[config.mk]
export PLATFORM = sky130hd
export DESIGN_NAME = alu_sequencer
export DESIGN_NICKNAME = d
export VERILOG_FILES = /design/src/rtl/alu_pkg.sv /design/src/rtl/alu_sequencer.sv
export SDC_FILE = /design/constraint.sdc
export NUM_CORES = 1
export LEC_CHECK = 0
export CELL_PAD_IN_SITES_DETAIL_PLACEMENT = 1
export CELL_PAD_IN_SITES_GLOBAL_PLACEMENT = 1
export CORE_ASPECT_RATIO = 0.8
export CORE_MARGIN = 4
export CORE_UTILIZATION = 35
export CTS_BUF_LIST = sky130_fd_sc_hd__clkbuf_16
export DETAILED_ROUTE_END_ITERATION = 16
export GPL_TIMING_DRIVEN = 0
export PLACE_DENSITY = 0.8
export SLEW_MARGIN = 20
export SYNTH_ARGS = -nofsm -noshare
export SYNTH_HDL_FRONTEND = slang
export SYNTH_SLANG_ARGS = --single-unit
export TNS_END_PERCENT = 50
[constraint.sdc]
create_clock -name clk -period 2.5 [get_ports clk]
set_input_delay 0.5 -clock clk [delete_from_list [all_inputs] [get_ports clk]]
set_output_delay 0.5 -clock clk [all_outputs]
set_load 0.05 [all_outputs]
[src/rtl/alu_pkg.sv]
// Shared definitions for the ALU and its command-side sequencer:
// ALU function encodings, the command opcode for multiply, and the
// sequencer state type.
package alu_pkg;

    localparam int unsigned ALU_F_W = 3;
    localparam int unsigned OP_W    = 4;

    // ALU F encodings (011 is passed through; meaning undefined)
    localparam logic [ALU_F_W-1:0] ALU_AND  = 3'b000;
    localparam logic [ALU_F_W-1:0] ALU_OR   = 3'b001;
    localparam logic [ALU_F_W-1:0] ALU_ADD  = 3'b010;
    localparam logic [ALU_F_W-1:0] ALU_ANDN = 3'b100;
    localparam logic [ALU_F_W-1:0] ALU_ORN  = 3'b101;
    localparam logic [ALU_F_W-1:0] ALU_SUB  = 3'b110;
    localparam logic [ALU_F_W-1:0] ALU_SLT  = 3'b111;

    // Any opcode with bit 3 set runs the iterative multiply
    localparam logic [OP_W-1:0] OP_MUL = 4'b1000;

    typedef enum logic [1:0] {
        ST_IDLE,
        ST_EXEC,
        ST_MUL,
        ST_DONE
    } alu_seq_state_t;

endpackage

[src/rtl/alu_sequencer.sv]
// Command-side driver for the external combinational ALU.
// Accepts one operation on the cmd valid/ready port, drives the ALU
// (one pass for plain ops, N ADD passes for MUL), and returns the
// result on the rsp valid/ready port. No command buffering.
//
// Ports:
//   clk, reset            rising-edge clock, synchronous active-high reset
//   cmd_valid/cmd_ready   command handshake; cmd_op, cmd_a, cmd_b payload
//   rsp_valid/rsp_ready   response handshake; rsp_y, rsp_cout, rsp_zf payload
//   alu_a, alu_b, alu_f   to the ALU inputs (zero while idle or done)
//   alu_y, alu_cout       from the ALU outputs
module alu_sequencer
    import alu_pkg::*;
#(
    parameter int unsigned N = 32
) (
    input  logic                 clk,
    input  logic                 reset,
    input  logic                 cmd_valid,
    output logic                 cmd_ready,
    input  logic [OP_W-1:0]      cmd_op,
    input  logic [N-1:0]         cmd_a,
    input  logic [N-1:0]         cmd_b,
    output logic                 rsp_valid,
    input  logic                 rsp_ready,
    output logic [N-1:0]         rsp_y,
    output logic                 rsp_cout,
    output logic                 rsp_zf,
    output logic [N-1:0]         alu_a,
    output logic [N-1:0]         alu_b,
    output logic [ALU_F_W-1:0]   alu_f,
    input  logic [N-1:0]         alu_y,
    input  logic                 alu_cout
);

    localparam int unsigned CNT_W = (N > 1) ? $clog2(N) : 1;
    localparam logic [CNT_W-1:0] CNT_LAST = CNT_W'(N - 1);

    alu_seq_state_t     state;
    logic [N-1:0]       mplier;
    logic [CNT_W-1:0]   cnt;
    logic [N-1:0]       acc_next;

    // During MUL the alu_a/alu_b registers double as accumulator and
    // shifted multiplicand, so the ALU always sees acc + mcand.
    always_comb begin
        acc_next = mplier[0] ? alu_y : alu_a;
    end

    // Sequencer FSM with registered handshake, ALU and response outputs
    always_ff @(posedge clk) begin
        if (reset) begin
            state     <= ST_IDLE;
            cmd_ready <= 1'b1;
            rsp_valid <= 1'b0;
            rsp_y     <= '0;
            rsp_cout  <= 1'b0;
            rsp_zf    <= 1'b1;
            alu_a     <= '0;
            alu_b     <= '0;
            alu_f     <= ALU_AND;
            mplier    <= '0;
            cnt       <= '0;
        end else begin
            case (state)
                ST_IDLE: begin
                    if (cmd_valid) begin
                        cmd_ready <= 1'b0;
                        cnt       <= '0;
                        if (!cmd_op[3]) begin
                            alu_a  <= cmd_a;
                            alu_b  <= cmd_b;
                            alu_f  <= cmd_op[ALU_F_W-1:0];
                            mplier <= '0;
                            state  <= ST_EXEC;
                        end else begin
                            alu_a  <= '0;
                            alu_b  <= cmd_a;
                            alu_f  <= ALU_ADD;
                            mplier <= cmd_b;
                            state  <= ST_MUL;
                        end
                    end
                end

                ST_EXEC: begin
                    rsp_y     <= alu_y;
                    rsp_cout  <= alu_cout;
                    rsp_zf    <= (alu_y == '0);
                    rsp_valid <= 1'b1;
                    alu_a     <= '0;
                    alu_b     <= '0;
                    alu_f     <= ALU_AND;
                    state     <= ST_DONE;
                end

                ST_MUL: begin
                    if (cnt == CNT_LAST) begin
                        // Last pass: take the final accumulator, carry is not meaningful
                        rsp_y     <= acc_next;
                        rsp_cout  <= 1'b0;
                        rsp_zf    <= (acc_next == '0);
                        rsp_valid <= 1'b1;
                        alu_a     <= '0;
                        alu_b     <= '0;
                        alu_f     <= ALU_AND;
                        mplier    <= '0;
                        cnt       <= '0;
                        state     <= ST_DONE;
                    end else begin
                        alu_a  <= acc_next;
                        alu_b  <= alu_b << 1;
                        mplier <= mplier >> 1;
                        cnt    <= cnt + CNT_W'(1);
                    end
                end

                ST_DONE: begin
                    if (rsp_ready) begin
                        rsp_valid <= 1'b0;
                        cmd_ready <= 1'b1;
                        state     <= ST_IDLE;
                    end
                end

                default: begin
                    state <= ST_IDLE;
                end
            endcase
        end
    end

endmodule

* Yosys cells after proc, flatten, opt, wreduce, memory -nomap -nowiden
Index checks and enable logic that the tools add are counted.
** Storage, ports and cells
- Logic and storage cells :: 71
- Register bits :: 142
- Output and inout bits :: 103
** Cells by class
- Add/sub/neg operators :: 1
- Mux-type cells :: 37
- Reductions and logical operators :: 15
- Equality and inequality tests :: 7
** Operator list (count)
- two-way mux 32 bit :: 10
- case mux 32 bit (3 select lines) :: 2
- case mux 32 bit (2 select lines) :: 2
- logical NOT 32 bit :: 2
- two-way mux 31 bit :: 1
- AND reduction 3 bit :: 4
- two-way mux 5 bit :: 2
- case mux 5 bit (2 select lines) :: 1
- two-way mux 3 bit :: 3
- case mux 3 bit (3 select lines) :: 1
- two-way mux 2 bit :: 4
- case mux 2 bit (4 select lines) :: 1
- two-way mux 1 bit :: 6
- inequality test 2 bit, second input constant :: 3
- case mux 1 bit (2 select lines) :: 3
- AND reduction 2 bit :: 3
- nonzero test 2 bit :: 3
- nonzero test 3 bit :: 2
- adder 5 x 1 -> 5 bit, second input constant :: 1
- equality test 5 bit, second input constant :: 1
- equality test 2 bit, second input constant :: 2
- case mux 1 bit (3 select lines) :: 1
- equality test 2 x 1 -> 1 bit, second input constant :: 1
- logical NOT 2 bit :: 1

* Longest topological paths before layout
Gate-level depths: netlist (run 1).
- Depth in word-level cells :: 4
- Depth in mapped cells :: 10
- Mapped depth without buffers :: 8

* Least setup slack after synthesis (run 1)
Ideal clock, no wire load.
- Path kind :: register -> register
- Start point :: register cnt[0]
- End point :: register alu_a[0]
- Path buffers :: 3
- Data arrival time :: 1.840 ns
- Setup time :: 0.074 ns
- Setup slack :: 0.585 ns
- Period minus slack after synthesis :: 1.915 ns
- Required time :: 2.426 ns
- Stages on the path, launching flop included :: 11
- Cell sequence :: dfxtp_1 > ha_1 > and3_1 > ha_1 > nor2b_1 > clkbuf_1 > and3_1 > buf_2 > buf_2 > nand2_1 > a31oi_1
** Between the ends
- Cells in the longest elaborated chain, start to end :: 3
** Ends and longest elaborated chain
- start: declaration :: RTL line alu_sequencer.sv:41 : logic [CNT_W-1:0] cnt;
- start signal: assignment :: RTL line alu_sequencer.sv:114 : cnt <= cnt + CNT_W'(1);
- equality test 5 bit :: RTL line alu_sequencer.sv:98 : if (cnt == CNT_LAST) begin
- two-way mux 32 bit :: RTL line alu_sequencer.sv:98
- case mux 32 bit (3 select lines) :: RTL line alu_sequencer.sv:65 : case (state)
- end signal: assignment :: RTL line alu_sequencer.sv:71 : alu_a <= cmd_a;
- end signal: assignment :: RTL line alu_sequencer.sv:111 : alu_a <= acc_next;
- end: declaration :: RTL line alu_sequencer.sv:29 : output logic [N-1:0] alu_a,
Every way passes these cells.
A chain may end at the register's enable or synchronous reset.

* Worst setup path after layout (run 1)
- Start point :: register cnt[0]
- End point :: register rsp_y[20]
** Between the ends
- Cells in the longest elaborated chain, start to end :: 3
** Ends and longest elaborated chain
- equality test 5 bit :: RTL line alu_sequencer.sv:98
- inequality test 2 bit (no source line)
- AND reduction 2 bit (no source line)
- end signal: assignment :: RTL line alu_sequencer.sv:87 : rsp_y <= alu_y;
- end signal: assignment :: RTL line alu_sequencer.sv:100 : rsp_y <= acc_next;
- end: declaration :: RTL line alu_sequencer.sv:26 : output logic [N-1:0] rsp_y,
Every way passes these cells.

==> results of run 1 <==
[worst min path at each step]
stage,end,cells after the start
floorplan,mplier[31]$_SDFFE_PP0P_,2
global placement,mplier[31]$_SDFFE_PP0P_,2
detailed placement,mplier[31]$_SDFFE_PP0P_,2
CTS,mplier[31]$_SDFFE_PP0P_,2
global route,alu_b[16]$_SDFFE_PP0P_,2
finish,mplier[31]$_SDFFE_PP0P_,2
[worst min-delay path, delay by kind of cell (launching register included)]
kind | cells | cell delay (ps)
flip-flops | 1 | 310
AO/OA/AOI/OAI | 1 | 60
AND/OR/NAND/NOR | 1 | 50
[flip-flops by register name (all words and copies together) (netlist names), 2 cells and up]
signal	count
rsp_y	32
mplier	32
state	2
alu_a	32
cnt	5
alu_b	32
alu_f	3
[cell type report]
class	instances	area share, %
flip-flops and latches	142	28.68
well taps	258	3.256
multi-input cells	594	37.60
clock buffers	17	4.291
inverters	4	0.1515
clock inverters	15	1.717
repair buffers	205	20.70
plain buffers	78	3.610
[Yosys cell counts (all sizes together), types with 5 or more instances]
library cell	count	area [µm²]
dfxtp	142	2843
nand2	102	382.9
nor2	98	380.4
nand3	51	255.2
mux2	50	563.0
clkbuf	48	180.2
mux2i	47	470.5
nor3	39	195.2
a31oi	35	219.0
a211oi	32	240.2
a221oi	31	271.5
buf	30	168.9
a21oi	27	135.1
o21ai	20	100.1
a222oi	19	190.2
nor4	13	81.33
ha	5	62.56
[routing by layer]
metal / up-vias / part of all wire [%] / wire length (µm)
li1: 3469 / - / -
met1: 3730 / 45 / 13660
met2: 340 / 45 / 13440
met3: 45 / 8.0 / 2394
met4: 0 / 1.9 / 569
met5: - / 0 / 0
[power breakdown]
group	switching (W)	internal, W
Combinational	0.00555	0.00281
Clock	0.00107	0.00156
Sequential	0.000648	0.00311
[through the flow]
step	setup TNS, ps	area, µm²	utilization (%)	hold WS (ps)
CTS	0	9898	51.55	467.0
floorplan	0	6927	-	432.0
detailed placement	-1974	9301	48.45	449.8
global route	-14.06	9913	51.63	496.1
global placement	-1754	9301	48.45	451.2
finish	0	9913	51.63	482.2
[logic make-up (layout without fill, tap and decap cells)]
kind of cell / count (synthesis) / in the layout / synth area share, %
buffers and inverters: 82 / 319 / 5.256
and+or+nand+nor: 322 / 322 / 20.50
muxes: 97 / 97 / 14.92
AOI/OAI and AO/OA: 170 / 170 / 17.38
DFF: 142 / 142 / 41.04
adders and majority gates: 5 / 5 / 0.9032
==> impl_metrics.py, run 1 <==
metrics = {
    "global_routing": {
        "antenna_found_initial": 0,
        "use_met3_pct": 5.653,
        "grt_pass1_wl_um": 45740,
        "grt_pass1_vias": 7651,
        "grt_overflow": 0,
        "globalRoute.busiestLayer": "met2",
        "grt_util_all_layers_pct": 26.90,
        "use_met1_pct": 38.51,
        "grt_start_max_net_pins": 17,
        "groute.layer.met2.usage_pct": 41.00,
    },
    "critical_path": {
        "worst_path_dominant_cell_family": "buffers and inverters",
        "worst-path-max-fanout": 10,
        "worstPathRequired_ps": 2780,
        "r2r_end": "rsp_y[20]$_SDFFE_PP0P_",
        "cells_traversed_along_the_worst_timing_path": "ha_1 -> and3_1 -> ha_1 -> nand2b_2 -> and2_1 -> buf_2 -> clkbuf_1 -> a211oi_1",
        "critPathMaxStageDelay_ps": 450,
        "critical_path.reg2reg.startpoint": "cnt[0]$_SDFFE_PP0P_",
        "critical_path_depth": 8,
        "crit_path_frequent_cell": "sky130_fd_sc_hd__ha_1",
        "ff2ff_setup_slack_ps": 190,
        "critical_path.startpoint": "cnt[0]$_SDFFE_PP0P_",
        "worstRegToRegCells": 8,
        "timing.critical_path.to_type": "register",
        "worst_path_max_delay_cell": "sky130_fd_sc_hd__clkbuf_1",
        "path_class": "reg -> reg",
        "crit_path_end": "rsp_y[20]$_SDFFE_PP0P_",
        "critPathLaunchType": "register",
        "crit_arrival_ps": 2590,
        "timing.critical_path.buf_inv": 2,
    },
    "cts": {
        "tritoncts": "yes",
        "post_cts_resized": 1,
        "hold_buffers": 0,
        "clock_sinks": 142,
        "postCtsSetupBuffers": 0,
        "clockBufferDepth": 2,
        "cts_buffers": 17,
        "worstSkewPairLatency_ps": 430,
        "clkTransAtPathRegs_ps": 60,
        "clock_tree.htree_level_count": 4,
        "cts-root-buf": "sky130_fd_sc_hd__clkbuf_16",
    },
    "yosys": {
        "mappedNetlistNets": 928,
        "number_of_synthesized_flops_with_an_enable_pin": 0,
        "yosysWarnings": 0,
        "postSynthRegisterBits": 142,
        "synth.yosys.seq_area_share_pct": 41.04,
        "synthArstFlopShare_pct": 0,
        "synth_cells": 818,
        "dominantRegCellSynth": "sky130_fd_sc_hd__dfxtp_1",
        "number_of_unique_standard_cell_types_used_by_synthesis": 38,
        "synth_area_per_cell_um2": 8.468,
        "netlist_area_um2": 6927,
    },
    "place": {
        "place_hpwl_um": 22830,
        "portBuffers": 205,
        "post_place_setup_slack_ps": -215.9,
        "dp.cells": 1281,
        "routabilityCongestion": 0.9098,
    },
    "final_layout": {
        "layout.nets": 1152,
        "multi_input_logic_area_um2": 3727,
        "drive_gt1_share_pct": 11.18,
        "final_common_cell": "sky130_fd_sc_hd__clkdlybuf4s50_1",
        "most-common-layout-cells": "sky130_fd_sc_hd__clkdlybuf4s50_1 (205), sky130_fd_sc_hd__dfxtp_1 (142), sky130_fd_sc_hd__nand2_1 (102)",
        "area_grow_syn2layout_pct": 43.12,
        "fillers": 2254,
        "layout.cells.non_filler": 1313,
        "sequential_cell_area_in_the_final_layout_um2": 2843,
        "antenna-diode-count": 0,
    },
    "drt": {
        "route.detailed.vias_per_inst": 5.776,
        "drt_first_iter_violations": 611,
        "totalWireLength_um": 30060,
        "postRouteAntennaNets": 0,
        "route.vias.total": 7584,
        "drtPass1Iterations": 5,
        "routed_wire_length_per_instance_um": 22.90,
        "remaining_routing_drc_violations": 0,
    },
    "sta": {
        "drv_slew": 0,
        "tightest_slew_ps": 793.1,
        "timing.final.crit_period_ps": 2314,
        "min_period_over_period_pct": 92.58,
        "clock-skew-final_ps": 9.971,
        "fmax_mhz": 432.1,
        "finalWorstSetupSlack_ps": 185.6,
        "relSlewSlack_pct": 46.64,
        "finalSetupViolCount": 0,
        "timing_hold_violations_final": 0,
    },
    "hold_path": {
        "worstHoldPathType": "reg -> reg",
        "holdCritStartpoint": "mplier[31]$_SDFFE_PP0P_",
    },
    "status": {
        "status": "completed",
    },
    "floorplan": {
        "floorplan.initialDensity_pct": 36.08,
        "die-area_um2": 22120,
        "io-pin-count": 208,
        "floorplan.die.width_um": 165.3,
        "placeableCoreArea_um2": 19200,
        "num_rows": 45,
        "die_height_um": 133.8,
    },
    "flow_run": {
        "count_of_maximum_capacitance_violations": 0,
    },
    "power_and_ir_drop": {
        "p_total_w": 0.01475,
        "ir_drop_uv": 582.1,
        "p_leak_nw": 3.727,
        "p_per_area_nw_per_um2": 1488,
    },
}
Note: power is estimated with default switching activity, not from simulation.
==> run 2: changes to the inputs <==
--- a/config.mk
+++ b/config.mk
@@ -14,8 +14,9 @@
 export DETAILED_ROUTE_END_ITERATION = 16
 export GPL_TIMING_DRIVEN = 0
 export PLACE_DENSITY = 0.8
+export RECOVER_POWER = 25
 export SLEW_MARGIN = 20
 export SYNTH_ARGS = -nofsm -noshare
 export SYNTH_HDL_FRONTEND = slang
 export SYNTH_SLANG_ARGS = --single-unit
-export TNS_END_PERCENT = 50
+export TNS_END_PERCENT = 1
==> impl_metrics.py, run 2 (synthesis gave the netlist of run 1 again) <==
metrics = {
    "status": {
        "status": "completed",
    },
    "global_routing": {
        "grt_pass1_wl_um": 45740,
        "grt_pass1_vias": 7651,
        "grt_util_all_layers_pct": 26.90,
        "antenna_found_initial": 0,
        "grt_overflow": 0,
        "grt_start_max_net_pins": 17,
    },
    "floorplan": {
        "io-pin-count": 208,
        "die_height_um": 133.8,
        "num_rows": 45,
        "die-area_um2": 22120,
        "placeableCoreArea_um2": 19200,
        "floorplan.die.width_um": 165.3,
        "floorplan.initialDensity_pct": 36.08,
    },
    "sta": {
        "finalSetupViolCount": 0,
        "tightest_slew_ps": 802.2,
        "relSlewSlack_pct": 46.02,
        "timing.final.crit_period_ps": 2402,
        "grt_setup_unrepaired": "true",
        "timing_hold_violations_final": 0,
        "clock-skew-final_ps": 9.678,
        "fin_tns_setup_ps": 0,
        "min_period_over_period_pct": 96.07,
        "drv_slew": 0,
        "fmax_mhz": 416.4,
    },
    "hold_path": {
        "holdPathEnd": "mplier[31]$_SDFFE_PP0P_",
        "worstHoldPathType": "reg -> reg",
        "holdCritStartpoint": "mplier[31]$_SDFFE_PP0P_",
        "min_delay_path_depth": 2,
    },
    "cts": {
        "clock_tree.htree_level_count": 4,
        "worstSkewPairLatency_ps": 430,
        "clockBufferDepth": 2,
        "hold_buffers": 0,
        "cts_buffers": 17,
        "clkTransAtPathRegs_ps": 60,
        "tritoncts": "yes",
        "cts-root-buf": "sky130_fd_sc_hd__clkbuf_16",
        "clock_sinks": 142,
    },
    "place": {
        "routabilityCongestion": 0.9098,
        "portBuffers": 205,
        "detailed_place.area_um2": 9301,
        "place_hpwl_um": 22830,
    },
    "drt": {
        "remaining_routing_drc_violations": 0,
        "met3RoutedLength_um": 2338,
        "postRouteAntennaNets": 0,
        "wl_met2_um": 13320,
        "drtPass1Iterations": 5,
        "totalWireLength_um": 30030,
        "routed_wire_length_per_instance_um": 22.87,
        "highest-signal-layer": "met4",
        "route.detailed.vias_per_inst": 5.774,
        "met1_length_um": 13760,
        "route.vias.total": 7581,
        "drt_first_iter_violations": 641,
    },
    "critical_path": {
        "ff2ff_setup_slack_ps": 100,
        "path_class": "reg -> reg",
        "worst_path_max_delay_cell": "sky130_fd_sc_hd__dfxtp_1",
        "worstPathRequired_ps": 2830,
        "critPathMaxStageDelay_ps": 380,
        "critPathLaunchType": "register",
        "r2r_end": "rsp_y[28]$_SDFFE_PP0P_",
        "cells_traversed_along_the_worst_timing_path": "ha_1 -> and3_1 -> ha_1 -> nand2b_1 -> and2_1 -> buf_2 -> buf_2 -> nor2_1 -> a211oi_1",
        "timing.critical_path.to_type": "register",
        "critical_path.startpoint": "cnt[0]$_SDFFE_PP0P_",
        "worstRegToRegCells": 9,
        "worst-path-max-fanout": 10,
        "crit_arrival_ps": 2730,
        "critical_path.reg2reg.startpoint": "cnt[0]$_SDFFE_PP0P_",
    },
    "final_layout": {
        "layout.nets": 1152,
        "drive_gt1_share_pct": 10.90,
        "area_grow_syn2layout_pct": 43.01,
        "antenna-diode-count": 0,
        "final_common_cell": "sky130_fd_sc_hd__clkdlybuf4s50_1",
        "final_area_um2": 9906,
        "most-common-layout-cells": "sky130_fd_sc_hd__clkdlybuf4s50_1 (152), sky130_fd_sc_hd__dfxtp_1 (142), sky130_fd_sc_hd__nand2_1 (102)",
    },
    "flow_run": {
        "count_of_maximum_capacitance_violations": 0,
    },
    "power_and_ir_drop": {
        "p_leak_nw": 3.853,
        "ir_drop_uv": 556.3,
        "p_per_area_nw_per_um2": 1474,
    },
}
run 2: cell types whose count changed in the layout (fill, tap and decap cells not counted):
| cell | change |
|---|---|
| sky130_fd_sc_hd__dlygate4sd3_1 | +53 |
| sky130_fd_sc_hd__clkbuf_1 | +1 |
| sky130_fd_sc_hd__clkbuf_4 | -1 |
| sky130_fd_sc_hd__buf_2 | +1 |
| sky130_fd_sc_hd__buf_1 | +1 |
| sky130_fd_sc_hd__nand2b_1 | +1 |
| sky130_fd_sc_hd__nand2b_2 | -1 |
| sky130_fd_sc_hd__clkdlybuf4s50_1 | -53 |
| sky130_fd_sc_hd__clkbuf_2 | -2 |
run 2: how the worst max path moves through the flow:
stage	to	slack (ps)	depth (start not counted)
3_5_place_dp	alu_b[26]$_SDFFE_PP0P_	-220	8
6_report	rsp_y[28]$_SDFFE_PP0P_	100	9
4_1_cts	alu_b[14]$_SDFFE_PP0P_	70	10
3_3_place_gp	alu_b[30]$_SDFFE_PP0P_	-180	8
2_1_floorplan	alu_a[0]$_SDFFE_PP0P_	590	10
5_1_grt	rsp_y[28]$_SDFFE_PP0P_	-90	9
run 2: metrics by stage:
stage	std cells	hold WS [ps]	power, W	utilization [%]	setup WS [ps]
finish	1313	475.7	0.01460	51.59	98.29
global route	1313	493.7	0.01536	51.59	-90.81
CTS	1313	467.0	0.01467	51.55	69.22
detailed placement	1281	449.8	0.01199	48.45	-215.9
global placement	1281	451.2	0.01180	48.45	-183.7
floorplan	818	432.0	0.009168	-	585.5
run 2: final cells by class:
cell class	count	area (µm²)
fillers	2250	9294
inverters	4	15.01
clock buffers	17	425.4
clock inverters	15	170.2
repair buffers	205	2052
flip-flops and latches	142	2843
plain buffers	78	352.8
multi-input cells	594	3725
well taps	258	322.8
run 2: metal layers:
layer / vias up / GRT usage [%]
li1: 3465 / -
met4: 0 / 7.390
met3: 52 / 5.653
met5: - / 0
met1: 3744 / 38.51
met2: 320 / 41.00
run 2: critical path: cells and delay by family, from the launching register on:
| kind | cells | cell delay (ps) |
|---|---|---|
| AOI/OAI and AO/OA | 1 | 260 |
| adders and majority gates | 2 | 390 |
| buffers and inverters | 2 | 580 |
| DFF | 1 | 380 |
| and+or+nand+nor | 4 | 680 |
run 2: what timing repair did:
| action | in CTS | in global routing |
|---|---|---|
| resized for setup | 1 | 6 |
| cloned | 0 | 0 |
| setup endpoints to repair | 1 | 68 |
| setup buffers | 0 | 0 |
run 2: where the power goes:
group          switching, W  internal, W  leakage, nW  total, W
sequential         0.000630      0.00311         1.17   0.00374
combinational       0.00554      0.00267         2.40   0.00822
clock               0.00108      0.00156        0.284   0.00264
